**src/rtl/rf_write_scheduler.sv**
```systemverilog
// Register file write-port scheduler: ALU/load arbitration, in-order load
// buffer with WAW kill, and per-register outstanding-load scoreboard.
module rf_write_scheduler #(
  parameter int INDEX_BIT_WIDTH = 4,
  parameter int DATA_BIT_WIDTH  = 32,
  parameter int N_REGS          = 1 << INDEX_BIT_WIDTH,
  parameter int LD_DEPTH        = 2
) (
  input  logic                       clk,
  input  logic                       reset_n,
  input  logic                       aluWrtEn,
  input  logic [INDEX_BIT_WIDTH-1:0] aluWrtIndex,
  input  logic [DATA_BIT_WIDTH-1:0]  aluData,
  input  logic                       ldValid,
  input  logic [INDEX_BIT_WIDTH-1:0] ldIndex,
  input  logic [DATA_BIT_WIDTH-1:0]  ldData,
  output logic                       ldReady,
  input  logic                       issueLd,
  input  logic [INDEX_BIT_WIDTH-1:0] issueLdIndex,
  input  logic [INDEX_BIT_WIDTH-1:0] rdIndex1,
  input  logic [INDEX_BIT_WIDTH-1:0] rdIndex2,
  output logic                       stall,
  output logic                       aluHold,
  output logic                       rfWrtEn,
  output logic [INDEX_BIT_WIDTH-1:0] rfWrtIndex,
  output logic [DATA_BIT_WIDTH-1:0]  rfDataIn,
  output logic                       sbOverflow
);

  localparam int PW = (LD_DEPTH > 1) ? $clog2(LD_DEPTH) : 1;
  localparam int CW = $clog2(LD_DEPTH + 1);

  logic [1:0] cnt_q [N_REGS];
  logic [1:0] cnt_d [N_REGS];
  logic       ovf_q, ovf_d;

  logic [INDEX_BIT_WIDTH-1:0] bidx_q [LD_DEPTH];
  logic [INDEX_BIT_WIDTH-1:0] bidx_d [LD_DEPTH];
  logic [DATA_BIT_WIDTH-1:0]  bdat_q [LD_DEPTH];
  logic [DATA_BIT_WIDTH-1:0]  bdat_d [LD_DEPTH];
  logic                       bkill_q [LD_DEPTH];
  logic                       bkill_d [LD_DEPTH];

  logic [PW-1:0] rd_ptr_q, rd_ptr_d;
  logic [PW-1:0] wr_ptr_q, wr_ptr_d;
  logic [CW-1:0] fill_q, fill_d;

  logic                       rel_vld_q, rel_vld_d;
  logic [INDEX_BIT_WIDTH-1:0] rel_idx_q, rel_idx_d;

  logic                       wen_q, wen_d;
  logic [INDEX_BIT_WIDTH-1:0] widx_q, widx_d;
  logic [DATA_BIT_WIDTH-1:0]  wdat_q, wdat_d;

  logic full, empty, push, pop, head_kill;

  function automatic logic [PW-1:0] nxt(input logic [PW-1:0] p);
    return (p == PW'(LD_DEPTH - 1)) ? '0 : p + PW'(1);
  endfunction

  assign full      = (fill_q == CW'(LD_DEPTH));
  assign empty     = (fill_q == '0);
  assign ldReady   = ~full;
  assign aluHold   = full;
  assign push      = ldValid & ~full;
  assign head_kill = bkill_q[rd_ptr_q];
  // A killed head never needs the port, so it can drain under ALU traffic
  assign pop       = ~empty & (~aluWrtEn | head_kill);

  assign stall = (cnt_q[rdIndex1] != 2'd0) | (cnt_q[rdIndex2] != 2'd0);

  assign rfWrtEn    = wen_q;
  assign rfWrtIndex = widx_q;
  assign rfDataIn   = wdat_q;
  assign sbOverflow = ovf_q;

  always_comb begin
    for (int i = 0; i < LD_DEPTH; i++) begin
      bidx_d[i]  = bidx_q[i];
      bdat_d[i]  = bdat_q[i];
      bkill_d[i] = bkill_q[i];
      if (aluWrtEn && bidx_q[i] == aluWrtIndex) begin
        bkill_d[i] = 1'b1;
      end
    end
    rd_ptr_d = rd_ptr_q;
    wr_ptr_d = wr_ptr_q;
    if (push) begin
      bidx_d[wr_ptr_q]  = ldIndex;
      bdat_d[wr_ptr_q]  = ldData;
      bkill_d[wr_ptr_q] = aluWrtEn && (aluWrtIndex == ldIndex);
      wr_ptr_d          = nxt(wr_ptr_q);
    end
    if (pop) begin
      rd_ptr_d = nxt(rd_ptr_q);
    end
    unique case ({push, pop})
      2'b10:   fill_d = fill_q + CW'(1);
      2'b01:   fill_d = fill_q - CW'(1);
      default: fill_d = fill_q;
    endcase
  end

  always_comb begin
    wen_d     = 1'b0;
    widx_d    = widx_q;
    wdat_d    = wdat_q;
    rel_vld_d = pop;
    rel_idx_d = pop ? bidx_q[rd_ptr_q] : rel_idx_q;
    if (aluWrtEn) begin
      wen_d  = 1'b1;
      widx_d = aluWrtIndex;
      wdat_d = aluData;
    end else if (pop) begin
      wen_d  = ~head_kill;
      widx_d = bidx_q[rd_ptr_q];
      wdat_d = bdat_q[rd_ptr_q];
    end
  end

  always_comb begin
    ovf_d = ovf_q;
    for (int r = 0; r < N_REGS; r++) begin
      logic inc, dec;
      inc      = issueLd && (issueLdIndex == INDEX_BIT_WIDTH'(r));
      dec      = rel_vld_q && (rel_idx_q == INDEX_BIT_WIDTH'(r));
      cnt_d[r] = cnt_q[r];
      if (inc && !dec) begin
        if (cnt_q[r] == 2'd3) begin
          ovf_d = 1'b1;
        end else begin
          cnt_d[r] = cnt_q[r] + 2'd1;
        end
      end else if (dec && !inc && cnt_q[r] != 2'd0) begin
        cnt_d[r] = cnt_q[r] - 2'd1;
      end
    end
  end

  always_ff @(posedge clk or negedge reset_n) begin
    if (!reset_n) begin
      for (int r = 0; r < N_REGS; r++) begin
        cnt_q[r] <= '0;
      end
      for (int i = 0; i < LD_DEPTH; i++) begin
        bidx_q[i]  <= '0;
        bdat_q[i]  <= '0;
        bkill_q[i] <= 1'b0;
      end
      ovf_q     <= 1'b0;
      rd_ptr_q  <= '0;
      wr_ptr_q  <= '0;
      fill_q    <= '0;
      rel_vld_q <= 1'b0;
      rel_idx_q <= '0;
      wen_q     <= 1'b0;
      widx_q    <= '0;
      wdat_q    <= '0;
    end else begin
      for (int r = 0; r < N_REGS; r++) begin
        cnt_q[r] <= cnt_d[r];
      end
      for (int i = 0; i < LD_DEPTH; i++) begin
        bidx_q[i]  <= bidx_d[i];
        bdat_q[i]  <= bdat_d[i];
        bkill_q[i] <= bkill_d[i];
      end
      ovf_q     <= ovf_d;
      rd_ptr_q  <= rd_ptr_d;
      wr_ptr_q  <= wr_ptr_d;
      fill_q    <= fill_d;
      rel_vld_q <= rel_vld_d;
      rel_idx_q <= rel_idx_d;
      wen_q     <= wen_d;
      widx_q    <= widx_d;
      wdat_q    <= wdat_d;
    end
  end

endmodule

```
**config.mk**
```make
export PLATFORM = sky130hd
export DESIGN_NAME = rf_write_scheduler
export DESIGN_NICKNAME = d
export VERILOG_FILES = /design/src/rtl/rf_write_scheduler.sv
export SDC_FILE = /design/constraint.sdc
export NUM_CORES = 1
export LEC_CHECK = 0
export CELL_PAD_IN_SITES_DETAIL_PLACEMENT = 1
export CELL_PAD_IN_SITES_GLOBAL_PLACEMENT = 2
export CORE_AREA = 2 2 150 152
export DETAILED_ROUTE_END_ITERATION = 10
export DIE_AREA = 0 0 152 154
export GPL_ROUTABILITY_DRIVEN = 0
export PLACE_DENSITY_LB_ADDON = 0.1
export SLEW_MARGIN = 15
export SYNTH_ARGS = -nofsm -noshare
export SYNTH_HDL_FRONTEND = slang
export SYNTH_SLANG_ARGS = --single-unit
```
**constraint.sdc**
```tcl
create_clock -name clk -period 3.9 [get_ports clk]
set_input_delay 0.78 -clock clk [delete_from_list [all_inputs] [get_ports clk]]
set_output_delay 0.78 -clock clk [all_outputs]
set_load 0.005 [all_outputs]
```
== Yosys cells after proc, flatten, opt, wreduce, memory -nomap -nowiden ==
Cells that the tools add are included.

* Flip-flop bits (word level): 153
* Bits of input ports: 89
* Word-level logic and storage cells: 439

* Reductions and logical operators: 171
* Magnitude comparators: 5
* Bitwise gates (word level): 12
* Add/subtract/negate cells: 36
* Eq/ne operators: 68
* Muxes and demuxes: 116

{| class="wikitable"
|+ Operators with widths
! operator !! number
|-
| $mux W32 || 6
|-
| $mux W2 || 53
|-
| $logic_and A1 B1 Y1 || 84
|-
| $reduce_bool A2 Y1 || 36
|-
| $bwmux W64 || 1
|-
| $eq A4 B4 Y1 const B || 16
|-
| $mux W1 || 42
|-
| $eq A2 B2 Y1 const B || 18
|-
| $add A2 B1 Y2 const B || 17
|-
| $sub A2 B1 Y2 const B || 17
|-
| $demux W32 S1 || 1
|-
| $eq A4 B3 Y1 const B || 8
|-
| $logic_not A1 Y1 || 32
|-
| $ne A2 B2 Y1 const B || 16
|-
| $reduce_and A2 Y1 || 16
|-
| $mux W4 || 6
|-
| $bmux W2 S4 || 2
|-
| $eq A4 B2 Y1 const B || 4
|-
| $eq A4 B4 Y1 || 3
|-
| $ge A5 B5 Y1 const B || 2
|-
| $not A4 Y5 || 2
|-
| $bwmux W8 || 1
|-
| $eq A4 B1 Y1 const B || 2
|-
| $logic_not A4 Y1 || 2
|-
| 13 further kinds || 21
|}

== Longest topological paths before layout ==
* Word-level depth: 35
* Gate-level depth with buffers: 7

== Least setup slack after synthesis ==
OpenSTA, ideal clock, no wires.

* Path kind: input to output
* Start: in rdIndex1[0]
* End: out stall
* Arrival time: 1.965 ns
* Data required time: 3.120 ns
* Path slack: 1.155 ns
* Cell stages on the path: 7
* Buffers on the path: 2
* Cells stage by stage: clkbuf_1 > buf_2 > nor3_1 > a21oi_1 > a21oi_1 > mux4_2 > nand3_1

* Cells in the longest elaborated chain, start to end: 6

{| class="wikitable"
|+ Ends and longest elaborated chain
! what !! RTL line !! RTL
|-
| from (decl) || 20 || <nowiki>input logic [INDEX_BIT_WIDTH-1:0] rdIndex1,</nowiki>
|-
| $not A4 Y5 (implied by the code) || 70 || <nowiki>assign stall = (cnt_q[rdIndex1] != 2'd0) | (cnt_q[rdIndex2] != 2'd0);</nowiki>
|-
| $bmux W2 S4 || 70 ||
|-
| $mux W2 (implied by the code) (2 in a row) || 70 ||
|-
| $reduce_bool A2 Y1 || 70 ||
|-
| $or A1 B1 Y1 || 70 ||
|-
| to (decl) || 22 || <nowiki>output logic stall,</nowiki>
|}

No other way between the ends. The select of a mux whose other input is x is not followed.

== Worst setup path in the final report ==
* Start: in rdIndex2[0]
* End: out stall

* Cells in the longest elaborated chain, start to end: 6

{| class="wikitable"
|+ Ends and longest elaborated chain
! what !! RTL line !! RTL
|-
| from (decl) || 21 || <nowiki>input logic [INDEX_BIT_WIDTH-1:0] rdIndex2,</nowiki>
|-
| $not A4 Y5 (implied by the code) || 70 ||
|-
| $bmux W2 S4 || 70 ||
|-
| $mux W2 (implied by the code) (2 in a row) || 70 ||
|-
| $reduce_bool A2 Y1 || 70 ||
|-
| $or A1 B1 Y1 || 70 ||
|}

No other way between the ends. The select of a mux whose other input is x is not followed.

==> tab_implementation.tex <==
\begin{tabular}{lr}
\hline
Metric & Value \\
\hline
\multicolumn{2}{l}{\textbf{Synth}} \\
\quad Number of enable-type register cells in the synthesized netlist & 0 \\
\quad Dominant cell type by area after synthesis & sky130\_fd\_sc\_hd\_\_dfrtp\_1 \\
\quad Simple logic cell fraction of the synthesized area & 14.8\% \\
\quad Top\_reg\_cell synth & sky130\_fd\_sc\_hd\_\_dfrtp\_1 \\
\quad Yosys warning count & 0 \\
\quad Total nets after synthesis & 863 \\
\quad Syn\_area\_per\_cell & 9.99 µm² \\
\quad Number of distinct library cell variants in the gate-level netlist after synthesis & 51 \\
\quad Post-Synthesis Cell Area & 7720 µm² \\
\quad Most repeated cell in the gate-level netlist after synthesis & sky130\_fd\_sc\_hd\_\_dfrtp\_1 \\
\quad Async set-or-reset flop fraction in the synthesized netlist & 100\% \\
\quad Post-Synth XOR/XNOR Area & 1.93\% \\
\quad Top cell types by occurrence after synthesis & sky130\_fd\_sc\_hd\_\_dfrtp\_1, sky130\_fd\_sc\_hd\_\_nor2\_1, sky130\_fd\_sc\_hd\_\_a21oi\_1, sky130\_fd\_sc\_hd\_\_mux2\_2, sky130\_fd\_sc\_hd\_\_o21ai\_0 \\
\quad Largest cells by area after synthesis & sky130\_fd\_sc\_hd\_\_dfrtp\_1, sky130\_fd\_sc\_hd\_\_mux2\_2, sky130\_fd\_sc\_hd\_\_mux2i\_1 \\
\quad Post-synthesis compound-gate area fraction & 13.3\% \\
\quad Combinational family with the most area after synthesis & multiplexers \\
\quad Synth top area share & 49.6\% \\
\quad Arithmetic-cell share of the synthesized area counting full adders, half adders and majority gates & 0.162\% \\
\quad Share of synthesized area spent on multiplexers & 17.6\% \\
\quad Sequential-to-total area share from yosys stat & 49.6\% \\
\quad Syn Inst Count & 773 \\
\quad Flip-flop and latch count after synthesis & 153 \\
\multicolumn{2}{l}{\textbf{Global routing}} \\
\quad Tot GR Track Use & 19.6\% \\
\quad Pin count of the biggest net entering global routing & 77 \\
\quad Sum of overflow across all layers after global routing & 0 \\
\quad Wire length of the first global-routing pass & 36.5 mm \\
\quad Antenna violations before repair & 3 \\
\quad Via count of the first global-routing pass & 6,937 \\
\multicolumn{2}{l}{\textbf{Run}} \\
\quad Max-Cap Viols & 0 \\
\multicolumn{2}{l}{\textbf{Critical path}} \\
\quad Worst setup path startpoint & rdIndex2[0] \\
\quad Chain of cells forming the critical path & clkdlybuf4s50\_1, nor3\_1, a211oi\_1, a211oi\_1, a311o\_1, nand3\_1, clkdlybuf4s50\_1 \\
\quad CP endpoint kind & primary output \\
\quad CP bufs+invs & 2 \\
\quad Longest individual stage delay on the worst path & 0.80 ns \\
\quad Worst flop-to-flop path startpoint & rel\_idx\_q[3] \\
\quad Critical path fanouts, max & 16 \\
\quad WP data required & 3.12 ns \\
\quad Arrival time worst endpoint & 2.91 ns \\
\quad Cell with the largest stage delay on the worst path & sky130\_fd\_sc\_hd\_\_clkdlybuf4s50\_1 \\
\quad Crit path kind & input port to primary output \\
\quad Top cell family by delay on the critical path & buffers and inverters \\
\quad Setup crit start kind & input port \\
\multicolumn{2}{l}{\textbf{Layout}} \\
\quad Fraction of layout cells with a size suffix above 1 & 13.8\% \\
\quad Layout Utilization & 45.4\% \\
\quad Filler Cell Count & 2,425 \\
\quad Sequential Area & 3830 µm² \\
\quad Area occupied by multi-input gates & 3700 µm² \\
\quad Count of nets after finishing & 977 \\
\quad Area grow syn2layout & 27.6\% \\
\multicolumn{2}{l}{\textbf{Timing}} \\
\quad Number of endpoints failing setup at the final stage & 0 \\
\quad Setup Skew & 0.0112 ns \\
\quad Relative slew slack & 43.7\% \\
\quad Setup repair after global routing missed its margin & false \\
\quad Fraction of the cycle the final worst path needs & 94.7\% \\
\quad Max Freq & 271 MHz \\
\quad Number of hold violations in the final report & 0 \\
\quad Final-layout setup total negative slack & 0 ns \\
\quad Minimum clock period & 3.69 ns \\
\quad Transition time at the pin with the least slew margin & 0.841 ns \\
\quad Slew Viols, Final & 0 \\
\multicolumn{2}{l}{\textbf{Floorplan}} \\
\quad Die area & 23,400 µm² \\
\quad Area of the core region & 21,700 µm² \\
\quad Initial Util & 35.6\% \\
\quad Height of the die & 154 µm \\
\quad Num rows & 54 \\
\quad Boundary pin count & 130 \\
\quad Floorplan die width & 152 µm \\
\multicolumn{2}{l}{\textbf{Drt}} \\
\quad 1st-iter DRT viols & 194 \\
\quad Post-route DRC violation count & 0 \\
\quad Routed Wire Length & 22.3 mm \\
\quad Via total after detailed routing & 6,248 \\
\quad Post-DR vias/cell & 5.29 \\
\quad Routed wire per std cell & 18.9 µm \\
\quad Initial DRT Pass Iterations & 4 \\
\quad Number of nets still failing antenna checks after routing & 0 \\
\multicolumn{2}{l}{\textbf{Clock tree}} \\
\quad Master cell of the clock root buffer & sky130\_fd\_sc\_hd\_\_clkbuf\_16 \\
\quad Number of levels the H-tree was split into & 4 \\
\quad Number of buffers created by CTS & 17 \\
\quad Clock tree from TritonCTS & built \\
\quad TritonCTS Sinks & 153 \\
\quad Buffer depth of the longest clock path & 2 \\
\quad Clock-pin slew reported for the worst setup and hold paths after clock tree synthesis & 0.07 ns \\
\quad Latest clock arrival within the worst-skew pair & 0.44 ns \\
\multicolumn{2}{l}{\textbf{Placement}} \\
\quad Sum of net half-perimeters after detailed placement & 16.0 mm \\
\quad Number of input and output port buffers inserted & 129 \\
\multicolumn{2}{l}{\textbf{Power}} \\
\quad Leakage power & 4.06 nW \\
\quad P per Cell Area & 745 nW/µm² \\
\quad Peak VDD IR & 325 µV \\
\multicolumn{2}{l}{\textbf{Outcome}} \\
\quad Result of the run & completed \\
\multicolumn{2}{l}{\textbf{Min path}} \\
\quad Min-Delay Path Class & input port to async pin \\
\hline
\end{tabular}
[area by class of cell]
| type | count | share of cell area (%) |
|---|---|---|
| timing repair buffer | 136 | 13.9 |
| inverter | 7 | 0.267 |
| clock inverter | 14 | 1.52 |
| sequential | 153 | 38.9 |
| multi-input combinational | 572 | 37.5 |
| clock buffer | 18 | 4.35 |
| antenna | 1 | 0.0254 |
| tap | 280 | 3.55 |
[power by group]
part,leakage [nW],internal (mW),switching [mW]
Sequential,1.77,2.30,0.580
Clock,0.285,0.858,0.786
Combinational,2.00,1.46,1.36
[kinds of logic after synthesis]
kind of cell / after synthesis
simple gates: 246
fa+ha+maj: 1
xor+xnor: 17
buf+inv: 48
mux: 124
flops: 153
compound gates: 184
[metal layers]
metal  part of all wire (%)  global-route usage, %  vias to the layer above
li1                       -                      -                     2978
met1                     41                   22.1                     3131
met2                     53                   36.0                      106
met3                    4.9                   5.69                       29
met4                    1.6                   5.70                        4
met5                  0.094                      0                        -
[worst paths after layout]
kind	slack (ns)	cells after the start	endpoint
worst min register to register	0.51	1	bdat_q[62]
max in group asynchronous	2.57	2	rfDataIn[3]
worst max register to register	1.70	5	sbOverflow
worst max-delay path	0.21	7	stall
min in group clk	0.51	1	bdat_q[62]
worst min-delay path	0.34	1	cnt_q[2]
[worst reg2reg max path, stage by stage, from the launching register on]
cell	delay, ns
sky130_fd_sc_hd__dfrtp_1	0.43
sky130_fd_sc_hd__nand3b_1	0.45
sky130_fd_sc_hd__nor2_1	0.32
sky130_fd_sc_hd__and3b_1	0.23
sky130_fd_sc_hd__nor4_1	0.47
sky130_fd_sc_hd__nand4_1	0.16
[cell usage in the layout (no fill, tap or decap), types with 6 or more instances in the layout]
cell and n:
sky130_fd_sc_hd__nand2_1 59, sky130_fd_sc_hd__nand3b_1 14, sky130_fd_sc_hd__xnor2_1 6, sky130_fd_sc_hd__a21oi_1 73, sky130_fd_sc_hd__clkdlybuf4s50_1 126, sky130_fd_sc_hd__clkbuf_16 17, sky130_fd_sc_hd__nand3_1 7, sky130_fd_sc_hd__inv_1 7
sky130_fd_sc_hd__nor2_1 102, sky130_fd_sc_hd__o22ai_1 7, sky130_fd_sc_hd__o211ai_1 7, sky130_fd_sc_hd__a211oi_1 6, sky130_fd_sc_hd__dfrtp_1 152, sky130_fd_sc_hd__o21ai_0 72, sky130_fd_sc_hd__mux2i_1 49, sky130_fd_sc_hd__nor3_1 21
sky130_fd_sc_hd__mux2_2 73, sky130_fd_sc_hd__and3_1 15, sky130_fd_sc_hd__xor2_1 11
[registers in the layout (all words and copies together), names as in the netlist, 2 cells and up]
signal	flops
bkill_q	2
bidx_q	8
fill_q	2
cnt_q	32
rfDataIn	32
bdat_q	64
rel_idx_q	4
rfWrtIndex	4
[metrics by stage]
| stage | std cells | total power, mW | area [µm²] | setup slack (ns) | hold WS, ns |
|---|---|---|---|---|---|
| 6_report | 1181 | 7.35 | 9860 | 0.207 | 0.340 |
| 5_1_grt | 1180 | 7.91 | 9850 | 0.0540 | 0.373 |
| 4_1_cts | 1180 | 7.46 | 9850 | 0.0331 | 0.368 |
| 3_5_place_dp | 1148 | 5.78 | 9270 | 0.0484 | 0.496 |
| 3_3_place_gp | 1148 | 5.59 | 9270 | 0.129 | 0.487 |
| 2_1_floorplan | 773 | 4.62 | 7720 | 1.15 | 0.477 |
[repair_timing]
item	4_1_cts	5_1_grt
resized for setup	0	1
hold buffers	0	0
setup buffers	0	0
endpoints found under the setup margin	0	1
endpoints found under the hold margin	0	0
(Power assumes the default switching activity.)
